File: src/rtl/sys_ctrl_pkg.sv
// Shared opcodes, state encoding and fixed operand addresses for the
// sys_ctrl command sequencer.
package sys_ctrl_pkg;

  localparam logic [7:0] OP_RF_WR   = 8'hAA;
  localparam logic [7:0] OP_RF_RD   = 8'hBB;
  localparam logic [7:0] OP_ALU_OP  = 8'hCC;
  localparam logic [7:0] OP_ALU_NOP = 8'hDD;

  localparam int RF_ADDR_A     = 0;
  localparam int RF_ADDR_B     = 1;
  localparam int ALU_FUN_WIDTH = 4;
  localparam int TIMER_WIDTH   = 8;

  typedef enum logic [3:0] {
    ST_IDLE,
    ST_WR_ADDR,
    ST_WR_DATA,
    ST_RD_ADDR,
    ST_RD_WAIT,
    ST_ALU_A,
    ST_ALU_B,
    ST_ALU_FUN,
    ST_ALU_WAIT,
    ST_TX_LO,
    ST_TX_HI
  } state_t;

endpackage

File: src/rtl/sys_ctrl_tx_push.sv
// Response byte holder: keeps up to two bytes (low first) and pushes them
// into the TX FIFO whenever it is not full.
module sys_ctrl_tx_push #(
  parameter int DATA_WIDTH = 8
) (
  input  logic                    clk,
  input  logic                    rst_n,
  input  logic                    load,
  input  logic [2*DATA_WIDTH-1:0] load_data,
  input  logic                    load_two,
  input  logic                    f_full,
  output logic [DATA_WIDTH-1:0]   tx_data,
  output logic                    tx_push,
  output logic                    tx_done
);

  logic [2*DATA_WIDTH-1:0] byte_buf_q;
  logic [1:0]              cnt_q;

  // Push is combinational so that a full FIFO blocks it in the same cycle.
  assign tx_push = (cnt_q != 2'd0) & ~f_full;
  assign tx_done = tx_push & (cnt_q == 2'd1);
  assign tx_data = byte_buf_q[DATA_WIDTH-1:0];

  always_ff @(posedge clk) begin
    if (!rst_n) begin
      byte_buf_q <= '0;
      cnt_q      <= 2'd0;
    end else if (load) begin
      byte_buf_q <= load_data;
      cnt_q      <= load_two ? 2'd2 : 2'd1;
    end else if (tx_push) begin
      byte_buf_q <= {{DATA_WIDTH{1'b0}}, byte_buf_q[2*DATA_WIDTH-1:DATA_WIDTH]};
      cnt_q      <= cnt_q - 2'd1;
    end
  end

endmodule

File: src/rtl/sys_ctrl.sv
// Command sequencer: decodes RX byte commands into register-file writes/reads
// and ALU operations, and queues response bytes for the TX FIFO.
module sys_ctrl
  import sys_ctrl_pkg::*;
#(
  parameter int DATA_WIDTH = 8,
  parameter int ADDR_WIDTH = 4,
  parameter int TIMEOUT    = 255
) (
  input  logic                     REF_CLK,
  input  logic                     RST,
  input  logic [DATA_WIDTH-1:0]    RX_P_DATA,
  input  logic                     RX_D_VLD,
  output logic [ADDR_WIDTH-1:0]    RF_ADDR,
  output logic                     RF_WR_EN,
  output logic [DATA_WIDTH-1:0]    RF_WR_DATA,
  output logic                     RF_RD_EN,
  input  logic [DATA_WIDTH-1:0]    RF_RD_DATA,
  input  logic                     RF_RD_DATA_VLD,
  output logic [ALU_FUN_WIDTH-1:0] ALU_FUN,
  output logic                     ALU_EN,
  input  logic [2*DATA_WIDTH-1:0]  ALU_OUT,
  input  logic                     ALU_OUT_VLD,
  output logic [DATA_WIDTH-1:0]    SYS_UART_TX_IN,
  output logic                     F_WR_INC,
  input  logic                     F_FULL,
  output logic                     ERR
);

  state_t                  state_q, state_d;
  logic [TIMER_WIDTH-1:0]  wait_cnt_q;
  logic [ADDR_WIDTH-1:0]   rf_addr_d;
  logic [DATA_WIDTH-1:0]   rf_wr_data_d;
  logic [ALU_FUN_WIDTH-1:0] alu_fun_d;
  logic                    rf_wr_en_d, rf_rd_en_d, alu_en_d, err_d;
  logic                    tx_load, tx_load_two, tx_done;
  logic [2*DATA_WIDTH-1:0] tx_load_data;
  logic                    in_wait, timeout_hit;

  assign in_wait     = (state_q == ST_RD_WAIT) || (state_q == ST_ALU_WAIT);
  assign timeout_hit = (wait_cnt_q == TIMER_WIDTH'(TIMEOUT - 1));

  sys_ctrl_tx_push #(.DATA_WIDTH(DATA_WIDTH)) u_tx_push (
    .clk       (REF_CLK),
    .rst_n     (RST),
    .load      (tx_load),
    .load_data (tx_load_data),
    .load_two  (tx_load_two),
    .f_full    (F_FULL),
    .tx_data   (SYS_UART_TX_IN),
    .tx_push   (F_WR_INC),
    .tx_done   (tx_done)
  );

  always_comb begin
    state_d      = state_q;
    rf_addr_d    = RF_ADDR;
    rf_wr_data_d = RF_WR_DATA;
    alu_fun_d    = ALU_FUN;
    rf_wr_en_d   = 1'b0;
    rf_rd_en_d   = 1'b0;
    alu_en_d     = 1'b0;
    err_d        = 1'b0;
    tx_load      = 1'b0;
    tx_load_two  = 1'b0;
    tx_load_data = '0;
    case (state_q)
      ST_IDLE: begin
        if (RX_D_VLD) begin
          if (RX_P_DATA == DATA_WIDTH'(OP_RF_WR))        state_d = ST_WR_ADDR;
          else if (RX_P_DATA == DATA_WIDTH'(OP_RF_RD))   state_d = ST_RD_ADDR;
          else if (RX_P_DATA == DATA_WIDTH'(OP_ALU_OP))  state_d = ST_ALU_A;
          else if (RX_P_DATA == DATA_WIDTH'(OP_ALU_NOP)) state_d = ST_ALU_FUN;
          else                                           err_d   = 1'b1;
        end
      end
      ST_WR_ADDR: if (RX_D_VLD) begin
        rf_addr_d = RX_P_DATA[ADDR_WIDTH-1:0];
        state_d   = ST_WR_DATA;
      end
      ST_WR_DATA: if (RX_D_VLD) begin
        rf_wr_data_d = RX_P_DATA;
        rf_wr_en_d   = 1'b1;
        state_d      = ST_IDLE;
      end
      ST_RD_ADDR: if (RX_D_VLD) begin
        rf_addr_d  = RX_P_DATA[ADDR_WIDTH-1:0];
        rf_rd_en_d = 1'b1;
        state_d    = ST_RD_WAIT;
      end
      // A valid arriving in the last counted cycle still wins over the timeout.
      ST_RD_WAIT: begin
        if (RF_RD_DATA_VLD) begin
          tx_load      = 1'b1;
          tx_load_data = {{DATA_WIDTH{1'b0}}, RF_RD_DATA};
          state_d      = ST_TX_LO;
        end else if (timeout_hit) begin
          err_d   = 1'b1;
          state_d = ST_IDLE;
        end
      end
      ST_ALU_A: if (RX_D_VLD) begin
        rf_addr_d    = ADDR_WIDTH'(RF_ADDR_A);
        rf_wr_data_d = RX_P_DATA;
        rf_wr_en_d   = 1'b1;
        state_d      = ST_ALU_B;
      end
      ST_ALU_B: if (RX_D_VLD) begin
        rf_addr_d    = ADDR_WIDTH'(RF_ADDR_B);
        rf_wr_data_d = RX_P_DATA;
        rf_wr_en_d   = 1'b1;
        state_d      = ST_ALU_FUN;
      end
      ST_ALU_FUN: if (RX_D_VLD) begin
        alu_fun_d = RX_P_DATA[ALU_FUN_WIDTH-1:0];
        alu_en_d  = 1'b1;
        state_d   = ST_ALU_WAIT;
      end
      ST_ALU_WAIT: begin
        if (ALU_OUT_VLD) begin
          tx_load      = 1'b1;
          tx_load_two  = 1'b1;
          tx_load_data = ALU_OUT;
          state_d      = ST_TX_LO;
        end else if (timeout_hit) begin
          err_d   = 1'b1;
          state_d = ST_IDLE;
        end
      end
      ST_TX_LO: begin
        if (tx_done)       state_d = ST_IDLE;
        else if (F_WR_INC) state_d = ST_TX_HI;
      end
      ST_TX_HI: if (F_WR_INC) state_d = ST_IDLE;
      default: state_d = ST_IDLE;
    endcase
  end

  // The wait counter only runs while staying in a wait state, so it is zero on entry.
  always_ff @(posedge REF_CLK) begin
    if (!RST) begin
      state_q    <= ST_IDLE;
      wait_cnt_q <= '0;
      RF_ADDR    <= '0;
      RF_WR_DATA <= '0;
      ALU_FUN    <= '0;
      RF_WR_EN   <= 1'b0;
      RF_RD_EN   <= 1'b0;
      ALU_EN     <= 1'b0;
      ERR        <= 1'b0;
    end else begin
      state_q    <= state_d;
      wait_cnt_q <= (in_wait && state_d == state_q) ? wait_cnt_q + 1'b1 : '0;
      RF_ADDR    <= rf_addr_d;
      RF_WR_DATA <= rf_wr_data_d;
      ALU_FUN    <= alu_fun_d;
      RF_WR_EN   <= rf_wr_en_d;
      RF_RD_EN   <= rf_rd_en_d;
      ALU_EN     <= alu_en_d;
      ERR        <= err_d;
    end
  end

endmodule

File: config.mk
export PLATFORM = sky130hd
export DESIGN_NAME = sys_ctrl
export DESIGN_NICKNAME = d
export VERILOG_FILES = /design/src/rtl/sys_ctrl_pkg.sv /design/src/rtl/sys_ctrl_tx_push.sv /design/src/rtl/sys_ctrl.sv
export SDC_FILE = /design/constraint.sdc
export NUM_CORES = 1
export LEC_CHECK = 0
export CORE_MARGIN = 4
export CORE_UTILIZATION = 32
export CTS_CLUSTER_DIAMETER = 100
export DETAILED_ROUTE_END_ITERATION = 8
export GPL_TIMING_DRIVEN = 0
export MAX_ROUTING_LAYER = met4
export SLEW_MARGIN = 25
export SYNTH_ARGS = -nofsm -noshare
export SYNTH_HDL_FRONTEND = slang
export SYNTH_SLANG_ARGS = --single-unit
export TNS_END_PERCENT = 20
File: constraint.sdc
create_clock -name REF_CLK -period 2.15 [get_ports REF_CLK]
set_input_delay 0.43 -clock REF_CLK [delete_from_list [all_inputs] [get_ports REF_CLK]]
set_output_delay 0.43 -clock REF_CLK [all_outputs]
set_load 0.02 [all_outputs]
==> flow_metrics.tcl, run 1 <==
set metrics [dict create \
    status "finished, final reports clean" \
    vias 2250 \
    worst_pin_slew_ns 0.603 \
    postCtsHoldBufs 0 \
    wl_per_cell_um 14.4 \
    ant_nets 0 \
    antenna_found_initial 0 \
    p_leak_nw 1.20 \
    rsz0062_at_grt "true" \
    synthFlopType "dfxtp_1" \
    h-tree-depth 2 \
    dp_hpwl_um 4960 \
    grt_pass1_vias 2156 \
    fin_ws_ns 0.178 \
    core_mm2 0.00773 \
    dpl_cell_area_mm2 0.00332 \
    cts_tree "yes" \
    start_util_pct 32.9 \
    cts_root_buf "clkbuf_8" \
    drive_gt1_share_pct 11.3 \
    fin_crit_ns 1.97 \
    final_cell_mix "64 x clkdlybuf4s50_1, 50 x dfxtp_1, 26 x nand2_1" \
    synthCells 281 \
    wl_um 6560 \
    synth_top_family_by_area "simple AND/OR/NAND/NOR gates" \
    peakVddDrop_mv 0.273 \
    total_power_mw 2.29 \
    synth_nets 323 \
    required_ns 1.72 \
    final_cell_area_mm2 0.00344 \
    synth.avg_cell_area_um2 9.06 \
    synthMuxAreaShare_pct 5.11 \
    max_stage_delay_ns 0.34 \
    synthDistinctLibCells 54 \
    cp_slowest_cell "dfxtp_1" \
    synth-xor-area-share_pct 2.75 \
    clk_pin_slew_ns 0.10 \
    drc 0 \
    dieArea_mm2 0.00944 \
    slew_headroom_pct 59.7 \
    dr.pass1.iters 4 \
    cts_buffers 5 \
    grt_start_max_net_pins 17 \
    end_kind "output pin" \
    nets 395 \
    cts.sinks 50 \
    setup_viol 0 \
    async_flop_share_pct 0 \
    cts_buffer_depth 2 \
    place.gp.congestion 0.813 \
    synth-simple-area-share_pct 24.7 \
    crit_path_cell_trace "inv_1, ha_1, clkbuf_2, nor2_4, clkbuf_2" \
    syn_area_mm2 0.00254 \
    powerDensity_mw_per_mm2 664 \
    multi_input_area_mm2 0.00140 \
    dp_slack_ns -0.278 \
    maxCapViolations 0 \
    grt_overflow 0 \
    finalCritPeriodShare_pct 91.7 \
    hold_violations 0 \
    cp-start-kind "register" \
    drt_iter0_markers 95 \
    critPathMaxFanout 10 \
    rows 32 \
    synth_edf_count 0 \
    holdWs_ns 0.453 \
    dp_cells 448 \
    worst_path_most_repeated_cell "clkbuf_2" \
    insertion_delay_ns 0.31 \
    io_buffers 65 \
    slew_violations 0 \
    max_freq_mhz 507 \
    ys_seq_elements 50 \
    grt_pass1_wl_um 11000 \
    die_h_um 97.2 \
    area_growth_pct 35.3 \
    final_cells 456 \
    final_common_cell "clkdlybuf4s50_1" \
    io-pin-count 67 \
    criticalPathCategory "register to output pin" \
    dieWidth_um 97.2 \
    synth-adder-area-share_pct 1.97 \
    seq_area_frac_synth_pct 39.3 \
    regArea_mm2 0.00100 \
    skew_ns 0.00902 \
    antennaDiodeCount 0 \
    yosys_warnings 0 \
    fillers 792 \
    r2r_slack_ns 0.21 \
    viasPerCell 4.93 \
    cp_data_arrival_time_ns 1.54 \
    hold_path_class "register to register" \
    grtUsageTotal_pct 14.4 \
    cts_setup_buffers 0 \
    synth-compound-area-share_pct 20.3 \
]
[metal layers]
layer | vias to the layer above | wire length, um | track usage, %
met4 | 0 | 55 | 3.56
met1 | 1050 | 3110 | 19.1
met5 | - | 0 | -
li1 | 1150 | - | -
met2 | 43 | 3150 | 23.0
met3 | 7 | 244 | 2.30
[cell families (layout without fill, tap and decap cells)]
| kind of cell | Yosys count | in the layout |
|---|---|---|
| compound gates | 66 | 66 |
| xor+xnor | 8 | 8 |
| fa+ha+maj | 4 | 4 |
| buf+inv | 28 | 101 |
| flops | 50 | 50 |
| mux | 13 | 13 |
| simple gates | 112 | 112 |
[synthesized netlist by cell type (2+ instances only)]
cell type	n	area share (%)
mux2i_1	13	5.1
o21ai_1	2	0.39
o21ai_0	12	2.4
a21boi_1	4	1.2
xor2_1	6	2.1
nand3_1	7	1.4
and2_1	3	0.74
a21boi_0	7	2.1
nor3b_1	3	0.88
o31ai_1	2	0.59
or3_1	10	2.5
clkbuf_1	6	0.88
nand4bb_1	2	0.88
xnor2_1	2	0.69
o221a_2	2	0.88
nor2_2	4	0.98
nand2_1	26	3.8
a21oi_1	10	2.0
a222oi_1	8	3.1
nor2b_1	19	4.7
buf_4	9	2.7
dfxtp_1	50	39
o22ai_1	2	0.49
inv_1	6	0.88
and4_4	2	0.88
ha_1	4	2.0
nor3_1	10	2.0
nor2_1	11	1.6
and3b_1	3	1.0
buf_2	6	1.2
o21a_1	4	1.2
nand2b_1	4	0.98
[path summary, 6_finish.rpt]
check                                                      from                       end  cells past startpoint
worst max register to register  u_tx_push.cnt_q[0]$_SDFFE_PN0P_  wait_cnt_q[5]$_SDFF_PN0_                      8
worst max-delay path            u_tx_push.cnt_q[0]$_SDFFE_PN0P_                  F_WR_INC                      5
worst min register to register          RF_ADDR[0]$_SDFFE_PN0P_   RF_ADDR[0]$_SDFFE_PN0P_                      2
worst min-delay path                    RF_ADDR[0]$_SDFFE_PN0P_   RF_ADDR[0]$_SDFFE_PN0P_                      2
[critical path, delay by kind of cell (launching register included)]
kind	cells	cell delay (ns)
simple gates	1	0.24
flops	1	0.34
fa+ha+maj	1	0.19
buf+inv	3	0.46
[power by group]
group	total [mW]	switching, mW	leakage (nW)	internal (mW)
registers	1.00	0.0263	0.404	0.978
clock network	0.719	0.335	0.0618	0.383
logic	0.565	0.279	0.734	0.286
[state kept, by name, indices dropped and copies added, names as in the netlist]
register              flops
ALU_EN                    1
RF_WR_EN                  1
state_q                   4
ALU_FUN                   4
RF_RD_EN                  1
ERR                       1
RF_ADDR                   4
u_tx_push.cnt_q           2
u_tx_push.byte_buf_q     16
RF_WR_DATA                8
wait_cnt_q                8
[per-stage QoR]
step                       TNS, ns  utilization (%)
after floorplan                  0                -
after global placement       -1.28             43.0
after detailed placement     -1.30             43.0
after CTS                        0             44.6
after global routing      -0.00702             44.6
final                            0             44.6
[layout make-up]
type                            count  area share (%)
Tap cell                          102            3.71
Buffer                             22            3.63
Multi-Input combinational cell    203            40.7
Clock buffer                        6            2.40
Timing Repair Buffer               65            18.7
Inverter                            6           0.654
Sequential cell                    50            29.1
Clock inverter                      2            1.13
[repair_timing]
action / CTS / global route
gates resized for setup: 2 / 2
hold endpoints to repair: 0 / 0
setup endpoints to repair: 1 / 2
pin swaps: 0 / 0
(Power assumes the default switching activity.)
==> run 2, diff against run 1 <==
--- a/config.mk
+++ b/config.mk
@@ -11,6 +11,7 @@
 export DETAILED_ROUTE_END_ITERATION = 8
 export GPL_TIMING_DRIVEN = 0
 export MAX_ROUTING_LAYER = met4
+export PLACE_DENSITY_LB_ADDON = 0.1
 export SLEW_MARGIN = 25
 export SYNTH_ARGS = -nofsm -noshare
 export SYNTH_HDL_FRONTEND = slang
==> flow_metrics.tcl, run 2 (synthesized netlist as in run 1, its figures left out) <==
set metrics [dict create \
    status "finished, final reports clean" \
    slew_headroom_pct 55.6 \
    r2r_end "wait_cnt_q[3]$_SDFF_PN0_" \
    whs_path_depth 2 \
    dp_cells 448 \
    cts_tree "yes" \
    multi_input_area_mm2 0.00140 \
    vias 2261 \
    top_regs "u_tx_push.byte_buf_q x16, RF_WR_DATA x8, wait_cnt_q x8" \
    use_met1_pct 19.6 \
    clkPwrFrac_pct 29.7 \
    use_met2_pct 23.8 \
    regArea_mm2 0.00100 \
    slew_violations 0 \
    place.gp.congestion 0.846 \
    cts.sinks 50 \
    dp_slack_ns -0.318 \
    p_comb_share_pct 25.6 \
    start_util_pct 32.9 \
    hold_path_class "register to register" \
    drive_gt1_share_pct 11.0 \
    netSwitchingPower_mw 0.635 \
    setup_viol 0 \
    grt_start_max_net_pins 16 \
    cp_data_arrival_time_ns 1.55 \
    required_ns 1.72 \
    worst_pin_slew_ns 0.663 \
    dieArea_mm2 0.00944 \
    dieWidth_um 97.2 \
    final_cell_mix "64 x clkdlybuf4s50_1, 50 x dfxtp_1, 26 x nand2_1" \
    cp-start-kind "register" \
    cts_root_buf "clkbuf_8" \
    wl_um 6770 \
    largest_register_ffs 16 \
    worstRegToRegCells 8 \
    h-tree-depth 2 \
    grt_pass1_vias 2147 \
    dr.pass1.iters 5 \
    drt_iter0_markers 128 \
    skew_ns 0.00615 \
    ant_nets 0 \
    end_kind "output pin" \
    fin_crit_ns 1.98 \
    internal_power_mw 1.61 \
    finalCritPeriodShare_pct 92.0 \
    min_from "RF_ADDR[0]$_SDFFE_PN0P_" \
    grt_util_met3_pct 2.94 \
    area_growth_pct 34.9 \
    wl_per_cell_um 14.9 \
    holdWs_ns 0.450 \
    powerDensity_mw_per_mm2 654 \
    max_freq_mhz 505 \
    r2r_slack_ns 0.19 \
    critPathMaxFanout 10 \
    holdPathEnd "RF_ADDR[0]$_SDFFE_PN0P_" \
    rows 32 \
    dpl_cell_area_mm2 0.00332 \
    antennaDiodeCount 0 \
    top_usage_layer "met2" \
    peakVddDrop_mv 0.285 \
    maxCapViolations 0 \
    dp_hpwl_um 5120 \
    criticalPathCategory "register to output pin" \
    cts_buffers 5 \
    fillers 775 \
    viasPerCell 4.96 \
    setup_tns_ns 0 \
    hold_violations 0 \
    io_buffers 65 \
    core_mm2 0.00773 \
    antenna_found_initial 0 \
    final_common_cell "clkdlybuf4s50_1" \
    clk_pin_slew_ns 0.09 \
    cts_buffer_depth 2 \
    rsz0062_at_grt "false" \
    die_h_um 97.2 \
    rr_startpoint "u_tx_push.cnt_q[0]$_SDFFE_PN0P_" \
    final_cell_area_mm2 0.00343 \
    swShare_pct 28.3 \
    insertion_delay_ns 0.30 \
    io-pin-count 67 \
    fin_ws_ns 0.172 \
    p_seq_share_pct 44.7 \
    grt_pass1_wl_um 11300 \
    p_leak_nw 1.19 \
    final_cells 456 \
    grt_overflow 0 \
    drc 0 \
    largest_register "u_tx_push.byte_buf_q" \
    grtUsageTotal_pct 14.9 \
    nets 395 \
    cts_setup_buffers 0 \
]
-- run 2: cell count changes in the layout (fill, tap and decap cells not counted), sizes merged --
| cell | delta |
|---|---|
| inv | -1 |
| clkinvlp | +1 |
-- run 2: layout make-up --
cell class | count | area share [%]
multi-input cells | 203 | 40.8
flip-flops and latches | 50 | 29.2
repair buffers | 65 | 18.8
well taps | 102 | 3.72
plain buffers | 22 | 3.64
clock buffers | 6 | 2.11
clock inverters | 2 | 1.09
inverters | 6 | 0.656
-- run 2: critical path, cell delays in order, from the launching register on --
cell	delay, ns
dfxtp_1	0.35
inv_1	0.07
ha_1	0.19
clkbuf_2	0.19
nor2_4	0.24
clkbuf_2	0.21
-- run 2: power groups by stage --
stage,Clock (mW),Combinational [mW],Sequential [mW]
final,0.667,0.576,1.00
after global routing,0.727,0.630,1.01
after CTS,0.694,0.585,1.01
after detailed placement,0,0.579,1.03
after global placement,0,0.577,1.02
after floorplan,0,0.336,1.03
-- run 2: worst max-delay path by stage --
| stage | from | to | slack, ns | cells after the start |
|---|---|---|---|---|
| 4_1_cts | u_tx_push.cnt_q[0]$_SDFFE_PN0P_ | F_WR_INC | 0.01 | 5 |
| 5_1_grt | u_tx_push.cnt_q[0]$_SDFFE_PN0P_ | wait_cnt_q[3]$_SDFF_PN0_ | 0.02 | 8 |
| 3_3_place_gp | F_FULL | F_WR_INC | -0.32 | 3 |
| 6_report | u_tx_push.cnt_q[0]$_SDFFE_PN0P_ | F_WR_INC | 0.17 | 5 |
| 3_5_place_dp | F_FULL | F_WR_INC | -0.32 | 3 |
| 2_1_floorplan | u_tx_push.cnt_q[0]$_SDFFE_PN0P_ | wait_cnt_q[2]$_SDFF_PN0_ | 0.29 | 8 |
-- run 2: metal layers --
metal  share of wire [%]  up-vias
li1                    -     1146
met1                  46     1041
met2                  48       69
met3                 5.5        5
met4                0.84        0
met5                   0        -
-- run 2: timing repair --
action / in CTS / in global routing
gates resized for setup: 3 / 1
setup endpoints to repair: 1 / 1
hold buffers: 0 / 0
-- run 2: through the flow --
step | total power [mW] | utilization, %
3_5_place_dp | 1.61 | 43.0
6_report | 2.25 | 44.4
5_1_grt | 2.37 | 44.4
4_1_cts | 2.28 | 44.5
2_1_floorplan | 1.37 | -
3_3_place_gp | 1.60 | 43.0
